==> src/rtl/jump_controller_if.sv <==
// Button/landing handshake bundle between the board-side driver and the jump controller.
// The controller connects through the slave modport; whoever drives buttons and landed uses master.
interface jump_controller_if;
    logic        module_en;
    logic        btn_left;
    logic        btn_right;
    logic        landed;
    logic        one_ms_tick;
    logic        jump_left;
    logic        jump_right;
    logic        busy;
    logic [15:0] jump_count;
    logic        timeout_err;

    modport master (
        output module_en, btn_left, btn_right, landed,
        input  one_ms_tick, jump_left, jump_right, busy, jump_count, timeout_err
    );

    modport slave (
        input  module_en, btn_left, btn_right, landed,
        output one_ms_tick, jump_left, jump_right, busy, jump_count, timeout_err
    );
endinterface

==> src/rtl/jump_controller.sv <==
// Turns debounced left/right button presses into single-cycle jump commands, one in flight at a time,
// with a one-deep press buffer, completed-jump counter, landing timeout and the shared 1 ms tick.
module jump_controller #(
    parameter int CLK_FREQ_HZ = 40_000_000,
    parameter int DEBOUNCE_MS = 5,
    parameter int TIMEOUT_MS  = 100
) (
    input  logic             clk,
    input  logic             rst_n,
    jump_controller_if.slave bus
);
    localparam int                TICK_CYCLES  = CLK_FREQ_HZ / 1000;
    localparam int                TICK_W       = $clog2(TICK_CYCLES);
    localparam logic [TICK_W-1:0] TICK_LAST    = TICK_W'(TICK_CYCLES - 1);
    localparam logic [3:0]        DEB_LAST     = 4'(DEBOUNCE_MS - 1);
    localparam logic [7:0]        TIMEOUT_LAST = 8'(TIMEOUT_MS - 1);

    typedef enum logic {IDLE, WAIT} state_t;

    logic [TICK_W-1:0] tick_cnt;
    logic              tick;

    // Index 0 is the left button, index 1 the right button.
    logic [1:0] raw;
    logic [1:0] sync1;
    logic [1:0] sync2;
    logic [1:0] deb;
    logic [3:0] deb_cnt [2];
    logic [1:0] deb_done;
    logic [1:0] press;
    logic       press_any;
    logic       press_dir;

    state_t      state;
    logic        buf_valid;
    logic        buf_dir;
    logic [7:0]  to_cnt;
    logic [15:0] count_q;
    logic        jump_left_q;
    logic        jump_right_q;
    logic        busy_q;
    logic        err_q;

    assign tick            = (tick_cnt == TICK_LAST);
    assign bus.one_ms_tick = tick;

    always_ff @(posedge clk or negedge rst_n) begin
        if (!rst_n) begin
            tick_cnt <= '0;
        end else if (tick) begin
            tick_cnt <= '0;
        end else begin
            tick_cnt <= tick_cnt + 1'b1;
        end
    end

    assign raw = {bus.btn_right, bus.btn_left};

    // A level is accepted only after it differs from the debounced level for DEBOUNCE_MS ticks in a row.
    assign deb_done  = (sync2 ^ deb) & {2{tick}}
                     & {deb_cnt[1] == DEB_LAST, deb_cnt[0] == DEB_LAST};
    assign press     = deb_done & sync2;
    assign press_any = |press;
    assign press_dir = ~press[0];

    always_ff @(posedge clk or negedge rst_n) begin
        if (!rst_n) begin
            sync1      <= '0;
            sync2      <= '0;
            deb        <= '0;
            deb_cnt[0] <= '0;
            deb_cnt[1] <= '0;
        end else begin
            sync1 <= raw;
            sync2 <= sync1;
            for (int i = 0; i < 2; i++) begin
                if (sync2[i] == deb[i]) begin
                    deb_cnt[i] <= '0;
                end else if (deb_done[i]) begin
                    deb[i]     <= sync2[i];
                    deb_cnt[i] <= '0;
                end else if (tick) begin
                    deb_cnt[i] <= deb_cnt[i] + 1'b1;
                end
            end
        end
    end

    // Direction encoding throughout: 0 = left, 1 = right.
    always_ff @(posedge clk or negedge rst_n) begin
        if (!rst_n) begin
            state        <= IDLE;
            buf_valid    <= 1'b0;
            buf_dir      <= 1'b0;
            to_cnt       <= '0;
            count_q      <= '0;
            jump_left_q  <= 1'b0;
            jump_right_q <= 1'b0;
            busy_q       <= 1'b0;
            err_q        <= 1'b0;
        end else begin
            jump_left_q  <= 1'b0;
            jump_right_q <= 1'b0;
            if (!bus.module_en) begin
                state     <= IDLE;
                buf_valid <= 1'b0;
                buf_dir   <= 1'b0;
                to_cnt    <= '0;
                count_q   <= '0;
                busy_q    <= 1'b0;
                err_q     <= 1'b0;
            end else begin
                case (state)
                    IDLE: begin
                        // A buffered press takes priority; a fresh press arriving alongside it is dropped.
                        if (buf_valid) begin
                            jump_left_q  <= ~buf_dir;
                            jump_right_q <= buf_dir;
                            buf_valid    <= 1'b0;
                            to_cnt       <= '0;
                            state        <= WAIT;
                            busy_q       <= 1'b1;
                        end else if (press_any) begin
                            jump_left_q  <= ~press_dir;
                            jump_right_q <= press_dir;
                            to_cnt       <= '0;
                            state        <= WAIT;
                            busy_q       <= 1'b1;
                        end else begin
                            busy_q <= 1'b0;
                        end
                    end
                    WAIT: begin
                        if (bus.landed) begin
                            if (count_q != 16'hFFFF) begin
                                count_q <= count_q + 1'b1;
                            end
                            state <= IDLE;
                            if (!buf_valid && press_any) begin
                                buf_valid <= 1'b1;
                                buf_dir   <= press_dir;
                                busy_q    <= 1'b1;
                            end else begin
                                busy_q <= buf_valid;
                            end
                        end else if (tick && (to_cnt == TIMEOUT_LAST)) begin
                            err_q     <= 1'b1;
                            buf_valid <= 1'b0;
                            state     <= IDLE;
                            busy_q    <= 1'b0;
                        end else begin
                            if (tick) begin
                                to_cnt <= to_cnt + 1'b1;
                            end
                            if (!buf_valid && press_any) begin
                                buf_valid <= 1'b1;
                                buf_dir   <= press_dir;
                            end
                            busy_q <= 1'b1;
                        end
                    end
                    default: state <= IDLE;
                endcase
            end
        end
    end

    assign bus.jump_left   = jump_left_q;
    assign bus.jump_right  = jump_right_q;
    assign bus.busy        = busy_q;
    assign bus.jump_count  = count_q;
    assign bus.timeout_err = err_q;
endmodule

==> src/flat_wrapper.sv <==
// flat-port wrapper written by rule: the top's interface ports become plain ports
module jump_controller_flat 
#(
    parameter int CLK_FREQ_HZ = 40_000_000,
    parameter int DEBOUNCE_MS = 5,
    parameter int TIMEOUT_MS  = 100
)
  (clk, rst_n, bus_module_en, bus_btn_left, bus_btn_right, bus_landed, bus_one_ms_tick, bus_jump_left, bus_jump_right, bus_busy, bus_jump_count, bus_timeout_err);
  jump_controller_if bus_i ();
  input  logic clk;
  input  logic rst_n;
  input wire logic [$bits(bus_i.module_en)-1:0] bus_module_en;
  input wire logic [$bits(bus_i.btn_left)-1:0] bus_btn_left;
  input wire logic [$bits(bus_i.btn_right)-1:0] bus_btn_right;
  input wire logic [$bits(bus_i.landed)-1:0] bus_landed;
  output wire logic [$bits(bus_i.one_ms_tick)-1:0] bus_one_ms_tick;
  output wire logic [$bits(bus_i.jump_left)-1:0] bus_jump_left;
  output wire logic [$bits(bus_i.jump_right)-1:0] bus_jump_right;
  output wire logic [$bits(bus_i.busy)-1:0] bus_busy;
  output wire logic [$bits(bus_i.jump_count)-1:0] bus_jump_count;
  output wire logic [$bits(bus_i.timeout_err)-1:0] bus_timeout_err;
  assign bus_i.module_en = bus_module_en;
  assign bus_i.btn_left = bus_btn_left;
  assign bus_i.btn_right = bus_btn_right;
  assign bus_i.landed = bus_landed;
  assign bus_one_ms_tick = bus_i.one_ms_tick;
  assign bus_jump_left = bus_i.jump_left;
  assign bus_jump_right = bus_i.jump_right;
  assign bus_busy = bus_i.busy;
  assign bus_jump_count = bus_i.jump_count;
  assign bus_timeout_err = bus_i.timeout_err;
  jump_controller #(.CLK_FREQ_HZ(CLK_FREQ_HZ), .DEBOUNCE_MS(DEBOUNCE_MS), .TIMEOUT_MS(TIMEOUT_MS)) u_core (.clk(clk), .rst_n(rst_n), .bus(bus_i));
endmodule
==> config.mk <==
export PLATFORM = sky130hd
export DESIGN_NAME = jump_controller_flat
export DESIGN_NICKNAME = d
export VERILOG_FILES = /design/src/rtl/jump_controller_if.sv /design/src/rtl/jump_controller.sv /design/src/flat_wrapper.sv
export SDC_FILE = /design/constraint.sdc
export NUM_CORES = 1
export LEC_CHECK = 0
export CAP_MARGIN = 20
export CORE_MARGIN = 2
export CORE_UTILIZATION = 55
export CTS_CLUSTER_SIZE = 10
export DETAILED_ROUTE_END_ITERATION = 16
export PLACE_DENSITY = 0.77
export SLEW_MARGIN = 20
export SYNTH_ARGS = -nofsm -noshare
export SYNTH_HDL_FRONTEND = slang
export SYNTH_SLANG_ARGS = --single-unit
export TNS_END_PERCENT = 100
==> constraint.sdc <==
create_clock -name clk -period 5 [get_ports clk]
set_input_delay 1 -clock clk [delete_from_list [all_inputs] [get_ports clk]]
set_output_delay 1 -clock clk [all_outputs]
set_load 0.005 [all_outputs]
==> out/metrics.cfg, run 1 <==
[sta]
tns_ps = 0
fin_crit_sh_pct = 81.5
max_freq_mhz = 245
slew_viol_final = 0
clock_skew_ps = 8.94
rsz0062_at_grt = no
finalHoldViolations = 0
fin_ws_ps = 925
tightest_slew_ps = 865
maxSlewHeadroom_pct = 42.2
min_period_ps = 4080
setup_viol = 0

[clock_tree]
clock_path_buffers = 2
ctsHoldBuffers = 0
clk_pin_slew_worst_paths_ps = 70
cts_buffers = 9
cts_root_buffer = clkbuf_8
cts_resized = 0
cts_tree = yes
clock_latency_ps = 340
postCtsSetupRepairBufs = 0
clock-sinks = 61
cts_htree_levels = 3

[final_layout]
layout_common_cells = dfrtp_1, nand2_1, clkdlybuf4s50_1, nor2_1, nand3_1
utilization_pct = 66.3
layout.nets = 361
diodes = 0
layout-area-overhead-vs-synth_pct = 17.3
final_common_cell = dfrtp_1
drive_gt1_share_pct = 6.82

[synth]
netlist_instances = 318
synth_warnings = 0
synth_cell_types = 48
syn_area_um2 = 3100
ys_seq_area_share_pct = 49.3
synth_seq_cells = 61
syn_nets = 331
async_flop_share_pct = 100
synth-main-ff-cell = dfrtp_1
avgSynthCellArea_um2 = 9.73
synth_edf_count = 0

[worst_setup_path]
crit_type = reg -> out
critPathArrivalTime_ps = 3080
end_kind = output pin
setup.worst_path.start_class = register
critPathMaxFanout = 19
crit_required_ps = 4000

[power_and_ir_drop]
ir_worst_vdd_mv = 0.230
cellLeakagePower_nw = 1.52
p_per_area_nw_per_um2 = 275

[global_routing]
grt_pass1_wl_mm = 11.1
grt_max_degree = 62
antenna_found_initial = 0
first_global_vias = 2361
grt-ovfl-total = 0
track_usage_pct = 22.9

[placement]
pre_cts_ws_ps = 1300
portBuffers = 26
routabilityCongestion = 0.837
dpl.hpwl_mm = 4.27

[hold_path]
min_path_type = reg -> reg

[flow_run]
drv_cap = 0

[routing]
first_pass_iters = 4
met3_length_um = 213
wl_met2_mm = 2.94
top_layer = met4
m1WireLength_mm = 3.05
via_per_inst = 5.71
vias = 2420
drc = 0
drt_iter0_markers = 146
wire_per_inst_um = 14.9
wl_mm = 6.30
final_antenna_net_count = 0

[die]
io_pins = 27
die_w_um = 79.0
dieArea_um2 = 6240
core_area_um2 = 5470
rows = 27
start_util_pct = 56.6
die_h_um = 79.0

[outcome]
status = complete, no violations

[cells by family (layout without fill, tap and decap cells)]
| logic type | after synthesis | count (layout) | synth area share [%] |
|---|---|---|---|
| adders and majority gates | 7 | 7 | 2.83 |
| AOI/OAI and AO/OA | 56 | 56 | 11.4 |
| DFF | 61 | 61 | 49.3 |
| and+or+nand+nor | 151 | 151 | 26.5 |
| muxes | 7 | 7 | 2.30 |
| xor gates and xnor gates | 20 | 20 | 5.66 |
| buffers and inverters | 16 | 50 | 2.02 |
[power breakdown]
part / internal [mW] / switching, mW / total (mW)
sequential: 0.495 / 0.00102 / 0.496
combinational: 0.00619 / 0.0179 / 0.0241
clock: 0.291 / 0.189 / 0.480
total: 0.792 / 0.208 / 1.00
[worst max-delay path, cell delays in order (launching register included)]
cell	delay [ps]
dfrtp_1	400
or4b_1	550
or4_1	860
inv_2	350
clkdlybuf4s50_1	560
[synthesized netlist by cell type (all sizes together), types with 3 or more instances]
cell	instances	area (um^2)
and2	4	25.0
xor2	10	87.6
o211ai	4	30.0
clkbuf	5	18.8
o21ai	15	75.1
a31o	3	26.3
inv	7	26.3
dfrtp	61	1530
nand3	21	105
or3	3	18.8
and4	6	52.6
nand4	10	62.6
o31a	5	43.8
nand3b	6	45.0
nor2	22	82.6
nor4	4	25.0
mux2i	6	60.1
or4	5	37.5
nand2b	13	81.3
nand2	40	150
ha	7	87.6
buf	3	13.8
a21oi	18	90.1
o21a	3	22.5
and3	7	43.8
xnor2	10	87.6
[routing by layer]
layer,GRT usage (%),up-vias
met3,4.89,10
li1,-,1196
met4,9.48,0
met1,31.5,1176
met2,35.4,38
met5,0,-
[flip-flops by register name (all words and copies together) (netlist names)]
name                    count
u_core.bus.jump_count      16
u_core.tick_cnt            16
u_core.deb_cnt              8
u_core.to_cnt               8
u_core.deb                  2
u_core.sync1                2
u_core.sync2                2
u_core.buf_dir              1
u_core.buf_valid            1
u_core.bus.busy             1
u_core.bus.jump_left        1
u_core.bus.jump_right       1
u_core.bus.timeout_err      1
u_core.state                1
[per-stage QoR]
step	instances	hold slack (ps)	total power, mW	cell area (um^2)
3_5_place_dp	409	338	0.530	3420
2_1_floorplan	318	331	0.513	3100
6_report	424	355	1.00	3630
4_1_cts	424	359	1.01	3630
5_1_grt	424	362	1.03	3630
3_3_place_gp	409	335	0.530	3420
[area by class of cell]
type	count	area, um^2
Clock buffer	11	141
Fill cell	439	1840
Multi-Input combinational cell	241	1510
Sequential cell	61	1530
Clock inverter	4	72.6
Inverter	8	30.0
Timing Repair Buffer	27	263
Tap cell	72	90.1
[path summary, 6_finish.rpt]
check	slack (ps)	endpoint	start	cells past startpoint
worst min-delay path	360	u_core.sync2[1]	u_core.sync1[1]	0
worst max register to register	2000	u_core.to_cnt[5]	u_core.tick_cnt[9]	6
worst min register to register	360	u_core.sync2[1]	u_core.sync1[1]	0
max in group asynchronous	3700	u_core.bus.jump_count[4]	rst_n	2
min in group asynchronous	800	u_core.tick_cnt[7]	rst_n	2
worst max-delay path	920	bus_one_ms_tick	u_core.tick_cnt[9]	4
Note: power is estimated with default switching activity, not from simulation.
==> run 2, diff against run 1 <==
CORE_UTILIZATION = 52   (was 55)
PLACE_DENSITY = 0.76   (was 0.77)
clock period = 3.55 ns   (was 5 ns; I/O delays follow)
==> run 2 against run 1 <==
Net effect: critical path depth did not move; final area grew 0.52%; register-to-register slack got worse by 1000 ps; sequential share of layout area is 0.22 points lower.
==> out/metrics.cfg, run 2 (synthesis results as in run 1) <==
[outcome]
status = complete, no violations

[sta]
rsz0062_at_grt = no
fin_crit_sh_pct = 87.8
tns_ps = 0  ; unchanged
slew_viol_final = 0  ; unchanged
fin_ws_ps = 434  ; -490 ps
setup_viol = 0  ; unchanged
clock_skew_ps = 8.92  ; -0.0212 ps
tightest_slew_ps = 744  ; -121 ps
timing.hold.ws_ps = 349  ; -6.54 ps
max_freq_mhz = 321
min_period_ps = 3120
finalHoldViolations = 0  ; unchanged
maxSlewHeadroom_pct = 50.4  ; +8.2 points

[routing]
via_per_inst = 5.63  ; -1.4%
drt_iter0_markers = 124  ; -15%
wl_mm = 6.11  ; -3.1%
final_antenna_net_count = 0  ; unchanged
first_pass_iters = 4  ; unchanged
drc = 0  ; unchanged
wire_per_inst_um = 14.2  ; -4.7%
vias = 2425  ; +0.21%

[final_layout]
finalNonFillerCells = 431  ; +1.7%
layout.nets = 364  ; +0.83%
drive_gt1_share_pct = 7.58  ; +0.77 points
layout_common_cells = dfrtp_1, nand2_1, clkdlybuf4s50_1, nor2_1, nand3_1
layout-area-overhead-vs-synth_pct = 17.9
utilization_pct = 62.4  ; -4.0 points
final_common_cell = dfrtp_1
diodes = 0  ; unchanged
nFillCells = 472  ; +7.5%

[flow_run]
drv_cap = 0  ; unchanged

[clock_tree]
clk_pin_slew_worst_paths_ps = 60  ; about the same
ctsHoldBuffers = 0  ; unchanged
cts_htree_levels = 3  ; unchanged
cts_resized = 0  ; unchanged
clock_path_buffers = 2  ; unchanged
cts_root_buffer = clkbuf_8
cts_tree = yes
cts_buffers = 9  ; unchanged
clock_latency_ps = 330  ; about the same
postCtsSetupRepairBufs = 0  ; unchanged
clock-sinks = 61  ; unchanged

[global_routing]
grt.met2_usage_pct = 30.3  ; -5.1 points
first_global_vias = 2244  ; -5.0%
grt_pass1_wl_mm = 10.3  ; -6.7%
grt_use_met1_pct = 29.2  ; -2.3 points
grt_max_degree = 62  ; unchanged
grt-ovfl-total = 0  ; unchanged
busiest_layer = met2
antenna_found_initial = 0  ; unchanged
track_usage_pct = 20.6  ; -2.3 points
grt_use_met3_pct = 4.22  ; -0.66 points

[power_and_ir_drop]
sw_frac_of_total_pct = 20.6  ; -0.15 points
p_switching_mw = 0.286  ; +37%
ir_worst_vdd_mv = 0.229  ; -0.15%
p_seq_share_pct = 50.5  ; +0.9 points
internal-power_mw = 1.10  ; +39%
clockPowerShare_pct = 47.0  ; -1.0 points
cellLeakagePower_nw = 1.53  ; +1.1%
pwr-share-comb_pct = 2.5  ; about the same
p_per_area_nw_per_um2 = 380  ; +38%

[worst_setup_path]
crit_type = reg -> out
crit_required_ps = 2840  ; -1160 ps
end_kind = output pin
critPathArrivalTime_ps = 2410  ; -670 ps
critPathMaxFanout = 3  ; -16
setup.worst_path.start_class = register

[hold_path]
min_path_type = reg -> reg

[die]
rows = 28  ; +3.7%
die_w_um = 81.2  ; +2.7%
io_pins = 27  ; unchanged
core_area_um2 = 5850  ; +6.9%
dieArea_um2 = 6590  ; +5.5%
die_h_um = 81.2  ; +2.7%
start_util_pct = 52.9  ; -3.7 points

[placement]
pre_cts_ws_ps = 777  ; -525 ps
routabilityCongestion = 0.744  ; -11%
dpl.hpwl_mm = 4.06  ; -4.8%
portBuffers = 26  ; unchanged
numPlacedInstances = 415  ; +1.5%

==> run 2: changes by cell type in the layout (fill, tap and decap cells not counted) <==
cell	previous run	this run
buf_4	1	4
clkinv_2	1	3
clkbuf_1	1	2
clkbuf_8	10	9
clkinvlp_4	1	0
==> run 2: final cells by class <==
cell class                      instances  area [um^2]  share of cell area [%]
Inverter                                8         30.0                   0.823
Tap cell                               75         93.8                    2.57
Timing Repair Buffer                   30          285                    7.82
Multi-Input combinational cell        241         1510                    41.3
Clock inverter                          5         75.1                    2.06
Sequential cell                        61         1530                    41.8
Clock buffer                           11          131                    3.60
==> run 2: critical path, cell delays in order (launching register included) <==
cell,delay (ps)
dfrtp_1,400
or4b_1,540
or4_1,570
inv_2,80
clkdlybuf4s50_1,500
==> run 2: final timing paths <==
kind / startpoint / endpoint / slack [ps] / depth (start not counted)
hold / removal: u_core.sync1[1] / u_core.sync2[1] / 350 / 0
setup / recovery: u_core.tick_cnt[9] / bus_one_ms_tick / 430 / 4
min in group asynchronous: rst_n / u_core.bus.jump_right / 530 / 2
max in group asynchronous: rst_n / u_core.bus.jump_count[15] / 2530 / 2
hold reg to reg: u_core.sync1[1] / u_core.sync2[1] / 350 / 0
setup reg to reg: u_core.tick_cnt[9] / u_core.to_cnt[4] / 960 / 7
==> run 2: metal layers <==
metal | vias to the layer above | part of all wire [%]
li1 | 1204 | -
met1 | 1169 | 50
met2 | 40 | 45
met3 | 12 | 2.9
met4 | 0 | 1.9
met5 | - | 0
==> run 2: through the flow <==
stage / power [mW] / cell area [um^2]
floorplan: 0.723 / 3100
global placement: 0.747 / 3440
detailed placement: 0.748 / 3440
CTS: 1.40 / 3650
global route: 1.44 / 3650
finish: 1.38 / 3650
==> run 2: power groups by stage <==
stage | combinational [mW] | clock [mW] | sequential, mW
floorplan | 0.0110 | 0 | 0.712
global placement | 0.0355 | 0 | 0.712
detailed placement | 0.0358 | 0 | 0.712
CTS | 0.0360 | 0.666 | 0.699
global route | 0.0400 | 0.699 | 0.698
finish | 0.0344 | 0.651 | 0.699
